`src/rtl/pfd_sampled.sv`:
```
// Sampled phase-frequency detector: clk_ref/clk_fb are oversampled on clk_in and compared edge-to-edge.
// Optional lock detector enabled by defining PFD_LOCK_DETECT_EN; otherwise lock is tied low.
module pfd_sampled #(
  parameter int ERR_W    = 8,
  parameter int LOCK_TOL = 2,
  parameter int LOCK_CNT = 16
) (
  input  logic                    clk_in,
  input  logic                    rst,
  input  logic                    clk_ref,
  input  logic                    clk_fb,
  output logic                    up,
  output logic                    dn,
  output logic signed [ERR_W-1:0] phase_err,
  output logic                    phase_err_vld,
  output logic                    lock
);

  typedef enum logic [1:0] {
    IDLE = 2'b00,
    UP   = 2'b01,
    DN   = 2'b10
  } state_t;

  localparam logic [ERR_W-1:0] WIDTH_MAX = {1'b0, {(ERR_W-1){1'b1}}};

  if (LOCK_CNT < 1 || LOCK_TOL < 0) begin : g_bad_cfg
    $error("pfd_sampled: LOCK_CNT must be >= 1 and LOCK_TOL >= 0");
  end

  logic [1:0] ref_sync, fb_sync;
  logic       ref_dly, fb_dly;
  logic       ref_e, fb_e;

  state_t                    state, state_nxt;
  logic [ERR_W-1:0]          width;
  logic                      emit;
  logic signed [ERR_W-1:0]   emit_val;

  // Two-flop synchronisers followed by a registered rising-edge detect.
  // NOTE: sequential state uses non-blocking assignments so every flop samples pre-edge values.
  always_ff @(posedge clk_in or posedge rst) begin
    if (rst) begin
      ref_sync <= '0;
      fb_sync  <= '0;
      ref_dly  <= 1'b0;
      fb_dly   <= 1'b0;
      ref_e    <= 1'b0;
      fb_e     <= 1'b0;
    end else begin
      ref_sync <= {ref_sync[0], clk_ref};
      fb_sync  <= {fb_sync[0], clk_fb};
      ref_dly  <= ref_sync[1];
      fb_dly   <= fb_sync[1];
      ref_e    <= ref_sync[1] & ~ref_dly;
      fb_e     <= fb_sync[1] & ~fb_dly;
    end
  end

  // NOTE: every always_comb output gets a default first, so no path can infer a latch.
  always_comb begin
    state_nxt = state;
    emit      = 1'b0;
    emit_val  = '0;
    case (state)
      IDLE: begin
        if (ref_e && fb_e) begin
          emit = 1'b1;
        end else if (ref_e) begin
          state_nxt = UP;
        end else if (fb_e) begin
          state_nxt = DN;
        end
      end
      UP: begin
        if (fb_e) begin
          state_nxt = IDLE;
          emit      = 1'b1;
          emit_val  = $signed(width);
        end
      end
      DN: begin
        if (ref_e) begin
          state_nxt = IDLE;
          emit      = 1'b1;
          emit_val  = -$signed(width);
        end
      end
      default: state_nxt = IDLE;
    endcase
  end

  always_ff @(posedge clk_in or posedge rst) begin
    if (rst) begin
      state         <= IDLE;
      width         <= '0;
      phase_err     <= '0;
      phase_err_vld <= 1'b0;
    end else begin
      state         <= state_nxt;
      phase_err_vld <= emit;
      if (emit) phase_err <= emit_val;
      // Leaving IDLE already counts the first cycle spent in UP/DN.
      if (state == IDLE) begin
        if (state_nxt != IDLE) width <= {{(ERR_W-1){1'b0}}, 1'b1};
      end else if (width != WIDTH_MAX) begin
        width <= width + 1'b1;
      end
    end
  end

  assign up = (state == UP);
  assign dn = (state == DN);

`ifdef PFD_LOCK_DETECT_EN
  localparam int               LCW     = $clog2(LOCK_CNT + 1);
  localparam logic [LCW-1:0]   CNT_MAX = LCW'(LOCK_CNT);
  localparam logic [ERR_W-1:0] TOL     = ERR_W'(LOCK_TOL);

  logic [LCW-1:0]   lock_cnt;
  logic [ERR_W-1:0] err_mag;
  logic             in_tol;

  assign err_mag = emit_val[ERR_W-1] ? ERR_W'(-emit_val) : ERR_W'(emit_val);
  assign in_tol  = (err_mag <= TOL);

  always_ff @(posedge clk_in or posedge rst) begin
    if (rst) begin
      lock_cnt <= '0;
    end else if (emit) begin
      if (!in_tol)                    lock_cnt <= '0;
      else if (lock_cnt != CNT_MAX)   lock_cnt <= lock_cnt + 1'b1;
    end
  end

  assign lock = (lock_cnt == CNT_MAX);
`else
  assign lock = 1'b0;
`endif

endmodule
```
`config.mk`:
```
export PLATFORM = sky130hd
export DESIGN_NAME = pfd_sampled
export DESIGN_NICKNAME = d
export VERILOG_FILES = /design/src/rtl/pfd_sampled.sv
export SDC_FILE = /design/constraint.sdc
export NUM_CORES = 1
export LEC_CHECK = 0
export ABC_AREA = 1
export BUFFER_PORTS_ARGS = -buffer_cell sky130_fd_sc_hd__buf_2
export CAP_MARGIN = 25
export CORE_MARGIN = 5
export CORE_UTILIZATION = 44
export DETAILED_ROUTE_END_ITERATION = 10
export PLACE_DENSITY = 0.65
export SYNTH_ARGS = -nofsm -noshare
export SYNTH_HDL_FRONTEND = slang
export SYNTH_SLANG_ARGS = --single-unit
export TNS_END_PERCENT = 100
```
`constraint.sdc`:
```
create_clock -name clk_in -period 1.75 [get_ports clk_in]
set_clock_uncertainty 0.1 [all_clocks]
set_input_delay 0.0875 -clock clk_in [delete_from_list [all_inputs] [get_ports clk_in]]
set_output_delay 0.0875 -clock clk_in [all_outputs]
set_load 0.005 [all_outputs]
```
== Word level (Yosys, flattened, before mapping) ==
Cells that the tools add are included.

* Reductions and logical operators: 5
* $add $sub $neg: 2
* Mux-type cells: 16
* Bitwise operators: 4
* Equal/unequal tests: 4

{| class="wikitable"
|+ Operator list
! operator !! number
|-
| $mux 8 || 5
|-
| $pmux 8 s2 || 1
|-
| $mux 2 || 5
|-
| $add 8x1->8 const B || 1
|-
| $ne 8x7->1 const B || 1
|-
| $neg 8->8 || 1
|-
| $pmux 2 s3 || 1
|-
| $reduce_bool 2->1 || 2
|-
| $mux 1 || 3
|-
| $pmux 1 s3 || 1
|-
| $and 1x1->1 || 2
|-
| $eq 2x1->1 const B || 1
|-
| $eq 2x2->1 const B || 1
|-
| $logic_not 2->1 || 1
|-
| $ne 2x1->1 const B || 1
|-
| $not 1->1 || 2
|-
| $reduce_and 2->1 || 1
|-
| $logic_and 1x1->1 || 1
|}

* Flip-flop bits (word level): 27
* Input bits: 4
* Output and inout port bits: 12
* Word-level logic and storage cells: 41

== Depth between registers and ports, before layout ==
* Depth after elaboration: 7
* Mapped depth: 11

== Least setup slack after synthesis ==
No wires, ideal clock.

* Path kind: reg-to-reg
* Start: register state[0]
* End: register width[6]
* Buffers on the path: 0
* Arrival time: 1.426 ns
* Setup time: 0.120 ns
* Cell stages (with the launch flop): 12
* Period minus slack after synthesis: 1.647 ns
* Slack: 0.103 ns
* Data required time: 1.530 ns
* Path through: dfrtp_1 > inv_1 > ha_1 > inv_1 > a21oi_1 > nand2_1 > nand2_1 > nand2_1 > nand2_1 > nand2_2 > nand3_1 > nand2_1

* Cells in the longest elaborated chain, start to end: 7
* Elaborated cells between the ends (all ways): 14

{| class="wikitable"
|+ Ends and longest elaborated chain
! item !! line !! RTL
|-
| start, declared || 35 || <nowiki>state_t state, state_nxt;</nowiki>
|-
| start signal, assigned || 100 || <nowiki>state <= state_nxt;</nowiki>
|-
| $mux 2 || 71 || <nowiki>end else if (fb_e) begin</nowiki>
|-
| $mux 2 || 69 || <nowiki>end else if (ref_e) begin</nowiki>
|-
| $mux 2 || 67 || <nowiki>if (ref_e && fb_e) begin</nowiki>
|-
| $pmux 2 s3 || 65 || <nowiki>case (state)</nowiki>
|-
| $reduce_bool 2->1 || 105 || <nowiki>if (state_nxt != IDLE) width <= {{(ERR_W-1){1'b0}}, 1'b1};</nowiki>
|-
| $ne 2x1->1 (no source line) || n/a ||
|-
| $reduce_and 2->1 (no source line) || n/a ||
|-
| end signal, assigned || 105 ||
|-
| end signal, assigned || 107 || <nowiki>width <= width + 1'b1;</nowiki>
|-
| end, declared || 36 || <nowiki>logic [ERR_W-1:0] width;</nowiki>
|}

Parallel ways exist; a longest one is shown, timed or not.
A chain may end at the register's enable or synchronous reset.

== Worst setup path in the final report ==
* Start: register state[0]
* End: register phase_err[3]

* Cells in the longest elaborated chain, start to end: 2
* Elaborated cells between the ends (all ways): 5

{| class="wikitable"
|+ Ends and longest elaborated chain
! item !! line !! RTL
|-
| $eq 2x2->1 (tied with other cells) || 65 ||
|-
| $pmux 1 s3 or $pmux 8 s2 (tied branches) || 65 ||
|-
| end signal, assigned || 102 || <nowiki>if (emit) phase_err <= emit_val;</nowiki>
|-
| end, declared || 14 || <nowiki>output logic signed [ERR_W-1:0] phase_err,</nowiki>
|}

Parallel ways exist; a longest one is shown, timed or not.

==> run_summary.xml <==
<?xml version="1.0" encoding="UTF-8"?>
<metrics>
  <group name="outcome">
    <metric name="status" unit="">complete, no violations</metric>
  </group>
  <group name="grt">
    <metric name="vias_in_the_first_global_route" unit="">1175</metric>
    <metric name="groute.usage.overall" unit="%">14.4</metric>
    <metric name="grt_max_degree" unit="">28</metric>
    <metric name="grt_first_pass_wirelength" unit="um">5110</metric>
    <metric name="antenna_found_initial" unit="">0</metric>
    <metric name="globalRouteOverflowTotal" unit="">0</metric>
  </group>
  <group name="drt">
    <metric name="routed_wire_length_per_instance" unit="um">11.2</metric>
    <metric name="detailedRoute.firstPassIterationCount" unit="">4</metric>
    <metric name="met1Wirelength" unit="um">1320</metric>
    <metric name="drc_errors" unit="">0</metric>
    <metric name="detailroute.via_count" unit="">1221</metric>
    <metric name="via_to_cell_ratio" unit="">4.81</metric>
    <metric name="route.final.wire_length" unit="um">2860</metric>
    <metric name="met2WireLength" unit="um">1360</metric>
    <metric name="detail-route-antenna-nets" unit="">0</metric>
    <metric name="detailroute.wirelength.met3" unit="um">153</metric>
    <metric name="highest_signal_layer" unit="">met4</metric>
    <metric name="drt_iter0_markers" unit="">58</metric>
  </group>
  <group name="floorplanning">
    <metric name="io_pins" unit="">16</metric>
    <metric name="placement_rows" unit="">21</metric>
    <metric name="core_area" unit="um^2">3280</metric>
    <metric name="initial_utilization" unit="%">45.0</metric>
    <metric name="die_y" unit="um">68.0</metric>
    <metric name="die_outline_area" unit="um^2">4620</metric>
    <metric name="die_x" unit="um">68.0</metric>
  </group>
  <group name="synthesis">
    <metric name="synth_enable_flop_cells" unit="">0</metric>
    <metric name="ys_dominant_reg_cell" unit="">sky130_fd_sc_hd__dfrtp_1</metric>
    <metric name="yosysWarningCount" unit="">0</metric>
    <metric name="synth_seq_area_share" unit="%">45.7</metric>
    <metric name="synth_top_area_cell" unit="">sky130_fd_sc_hd__dfrtp_1</metric>
    <metric name="average_footprint_of_a_synthesized_cell" unit="um^2">8.07</metric>
    <metric name="synth_cells" unit="">183</metric>
    <metric name="synth_cell_types" unit="">31</metric>
    <metric name="netlist_top_cells_count" unit="">sky130_fd_sc_hd__nand2_1 (53), sky130_fd_sc_hd__dfrtp_1 (27), sky130_fd_sc_hd__nand3_1 (25), sky130_fd_sc_hd__inv_1 (23), sky130_fd_sc_hd__o21ai_0 (11)</metric>
    <metric name="ys_async_sr_fraction" unit="%">100</metric>
    <metric name="ys_seq_elements" unit="">27</metric>
    <metric name="syn_area" unit="um^2">1480</metric>
    <metric name="synth_top_cells_by_area" unit="">sky130_fd_sc_hd__dfrtp_1 (46%), sky130_fd_sc_hd__nand2_1 (13%), sky130_fd_sc_hd__nand3_1 (8.5%)</metric>
    <metric name="most_frequently_used_cell_type_in_the_post_synthesis_netlist" unit="">sky130_fd_sc_hd__nand2_1</metric>
    <metric name="synth_top_cell_area_share" unit="%">45.7</metric>
    <metric name="synth_net_count" unit="">195</metric>
  </group>
  <group name="sta">
    <metric name="rsz0062_at_grt" unit="">false</metric>
    <metric name="slew_violations" unit="">0</metric>
    <metric name="achievable-frequency" unit="MHz">614</metric>
    <metric name="final-setup-viol-count" unit="">0</metric>
    <metric name="hold_violation_total_from_the_final_report" unit="">0</metric>
    <metric name="layout_worst_path_cycle_share" unit="%">93.1</metric>
    <metric name="post-route-worst-setup-slack" unit="ns">0.121</metric>
    <metric name="timing.final.crit_period" unit="ns">1.63</metric>
    <metric name="fin_tns_setup" unit="ns">0</metric>
  </group>
  <group name="setup_path">
    <metric name="start_kind" unit="">flip-flop</metric>
    <metric name="path_buf_inv" unit="">2</metric>
    <metric name="crit_path_top_delay_cell" unit="">sky130_fd_sc_hd__dfrtp_1</metric>
    <metric name="slowest_delay" unit="ns">0.43</metric>
    <metric name="worst_ep_arrival_time" unit="ns">1.75</metric>
    <metric name="setup_slack_on_the_worst_flop_to_flop_path" unit="ns">0.12</metric>
    <metric name="critical_path_class" unit="">reg -&gt; reg</metric>
    <metric name="crit_path_end_kind" unit="">flip-flop</metric>
    <metric name="critical_path_peak_fanout" unit="">6</metric>
    <metric name="cpLargestDelayFamily" unit="">flip-flops</metric>
    <metric name="cp.required" unit="ns">1.88</metric>
    <metric name="path_cells" unit="">buf_4, ha_1, buf_4, nand2_1, nand2_1, o211ai_1, o21ai_0</metric>
  </group>
  <group name="placed_design">
    <metric name="routabilityCongestion" unit="">0.914</metric>
    <metric name="place_worst_setup_slack" unit="ns">0.0442</metric>
    <metric name="dp_hpwl" unit="um">2160</metric>
    <metric name="buffer_ports.inserted" unit="">14</metric>
    <metric name="numPlacedInstances" unit="">246</metric>
  </group>
  <group name="power_and_ir_drop">
    <metric name="p_int" unit="mW">1.17</metric>
    <metric name="p_clk_share" unit="%">13.5</metric>
    <metric name="power.switching_fraction" unit="%">42.6</metric>
    <metric name="total_leakage_power" unit="nW">0.954</metric>
    <metric name="power.share.combinational" unit="%">45.8</metric>
    <metric name="switchingPower" unit="mW">0.866</metric>
    <metric name="power-per-cell-area" unit="nW/um^2">1180</metric>
    <metric name="ir_drop" unit="mV">0.543</metric>
    <metric name="power.sequential.fraction" unit="%">40.7</metric>
  </group>
  <group name="run">
    <metric name="max_cap_viol_count" unit="">0</metric>
  </group>
  <group name="clocking">
    <metric name="worst_skew_pair.late_latency" unit="ns">0.32</metric>
    <metric name="cts.sink_count" unit="">27</metric>
    <metric name="clock_tree.buffer_depth" unit="">2</metric>
    <metric name="cts_tree" unit="">built</metric>
    <metric name="cts_htree_levels" unit="">1</metric>
    <metric name="clk_root_buffer_cell" unit="">sky130_fd_sc_hd__clkbuf_4</metric>
    <metric name="clkSlewWorstSetupHoldPaths" unit="ns">0.15</metric>
    <metric name="cts_inserted_buffers" unit="">3</metric>
  </group>
  <group name="final_layout">
    <metric name="fillCellCount" unit="">329</metric>
    <metric name="final-instance-count-excl-fill" unit="">254</metric>
    <metric name="flow.area_growth_from_synthesis" unit="%">16.3</metric>
    <metric name="final_net_count" unit="">221</metric>
    <metric name="insertedDiodeCount" unit="">0</metric>
    <metric name="post_route_cells_drive_above_1_share" unit="%">18.8</metric>
    <metric name="final_core_utilization" unit="%">52.3</metric>
  </group>
  <group name="hold_path">
    <metric name="holdCritPathClass" unit="">in -&gt; async</metric>
  </group>
</metrics>
==> layout by cell type (no fill, tap or decap), types with 2 or more instances in the layout <==
| cell | n |
|---|---|
| sky130_fd_sc_hd__inv_2 | 4 |
| sky130_fd_sc_hd__a21oi_2 | 2 |
| sky130_fd_sc_hd__nand2_1 | 52 |
| sky130_fd_sc_hd__ha_1 | 7 |
| sky130_fd_sc_hd__o21ai_0 | 11 |
| sky130_fd_sc_hd__nand3_1 | 25 |
| sky130_fd_sc_hd__nor3_1 | 2 |
| sky130_fd_sc_hd__dfrtp_1 | 27 |
| sky130_fd_sc_hd__buf_2 | 14 |
| sky130_fd_sc_hd__buf_4 | 7 |
| sky130_fd_sc_hd__clkbuf_4 | 3 |
| sky130_fd_sc_hd__nand2_4 | 2 |
| sky130_fd_sc_hd__a21oi_1 | 3 |
| sky130_fd_sc_hd__dlygate4sd3_1 | 3 |
| sky130_fd_sc_hd__nor2_1 | 6 |
| sky130_fd_sc_hd__nand3b_1 | 2 |
| sky130_fd_sc_hd__inv_1 | 21 |
==> path summary, 6_finish.rpt <==
kind / from / to / cells past startpoint
min: rst / width[6]$_DFFE_PP0P_ / 4
max in group asynchronous: rst / phase_err[4]$_DFFE_PP0P_ / 4
min reg2reg: ref_sync[0]$_DFF_PP0_ / ref_sync[1]$_DFF_PP0_ / 0
max reg2reg: state[0]$_DFF_PP0_ / phase_err[3]$_DFFE_PP0P_ / 7
max: state[0]$_DFF_PP0_ / phase_err[3]$_DFFE_PP0P_ / 7
min in group clk_in: ref_sync[0]$_DFF_PP0_ / ref_sync[1]$_DFF_PP0_ / 0
==> metrics by stage <==
| step | hold WS (ns) | total power, mW | instance area [um^2] |
|---|---|---|---|
| detailed placement | 0.0648 | 1.70 | 1630 |
| CTS | 0.227 | 1.99 | 1690 |
| global route | 0.248 | 2.22 | 1720 |
| finish | 0.230 | 2.03 | 1720 |
| global placement | 0.0618 | 1.69 | 1630 |
| floorplan | 0.0189 | 1.44 | 1480 |
==> metal layers <==
layer	vias up	global-route usage, %
met5	-	0
met4	0	6.45
met3	2	2.46
met2	31	23.8
met1	555	18.3
li1	633	-
==> logic make-up after synthesis <==
family | Yosys count | share of synthesized area [%]
AO/OA/AOI/OAI | 20 | 7.54
XOR/XNOR | 2 | 1.19
adder cells (fa/ha/maj) | 8 | 6.77
buffers and inverters | 29 | 8.21
flip-flops | 27 | 45.7
other | 1 | 0.254
AND/OR/NAND/NOR | 96 | 30.3
==> state kept, by name, summed over array words and instances (netlist names) <==
name and flops:
ref_sync 2, fb_sync 2, ref_dly 1, ref_e 1, fb_dly 1, phase_err_vld 1
width 8, phase_err 8, fb_e 1, state 2
==> final cells by class <==
class	instances	area, um^2	share of cell area, %
repair buffers	24	153	8.89
well taps	46	57.6	3.35
inverters	26	97.6	5.68
multi-input cells	127	704	41.0
flip-flops and latches	27	676	39.3
clock inverters	1	7.51	0.437
clock buffers	3	22.5	1.31
==> power by group through the flow <==
stage | Clock, mW | Combinational [mW] | Sequential, mW
after global placement | 0 | 0.854 | 0.833
after floorplan | 0 | 0.613 | 0.828
after detailed placement | 0 | 0.868 | 0.837
final | 0.275 | 0.931 | 0.827
after CTS | 0.291 | 0.878 | 0.824
after global routing | 0.313 | 1.06 | 0.848
==> tightest hold or removal path: cells and delay by family <==
family	cells	cell delay, ns
buffers and inverters	4	0.99
==> repair_timing <==
item                                    4_1_cts  5_1_grt
endpoints found under the setup margin        0       12
hold endpoints to repair                     29        0
setup buffers                                 0        1
hold buffers                                  3        0
gates resized for setup                       0        7
(Power assumes the default switching activity.)
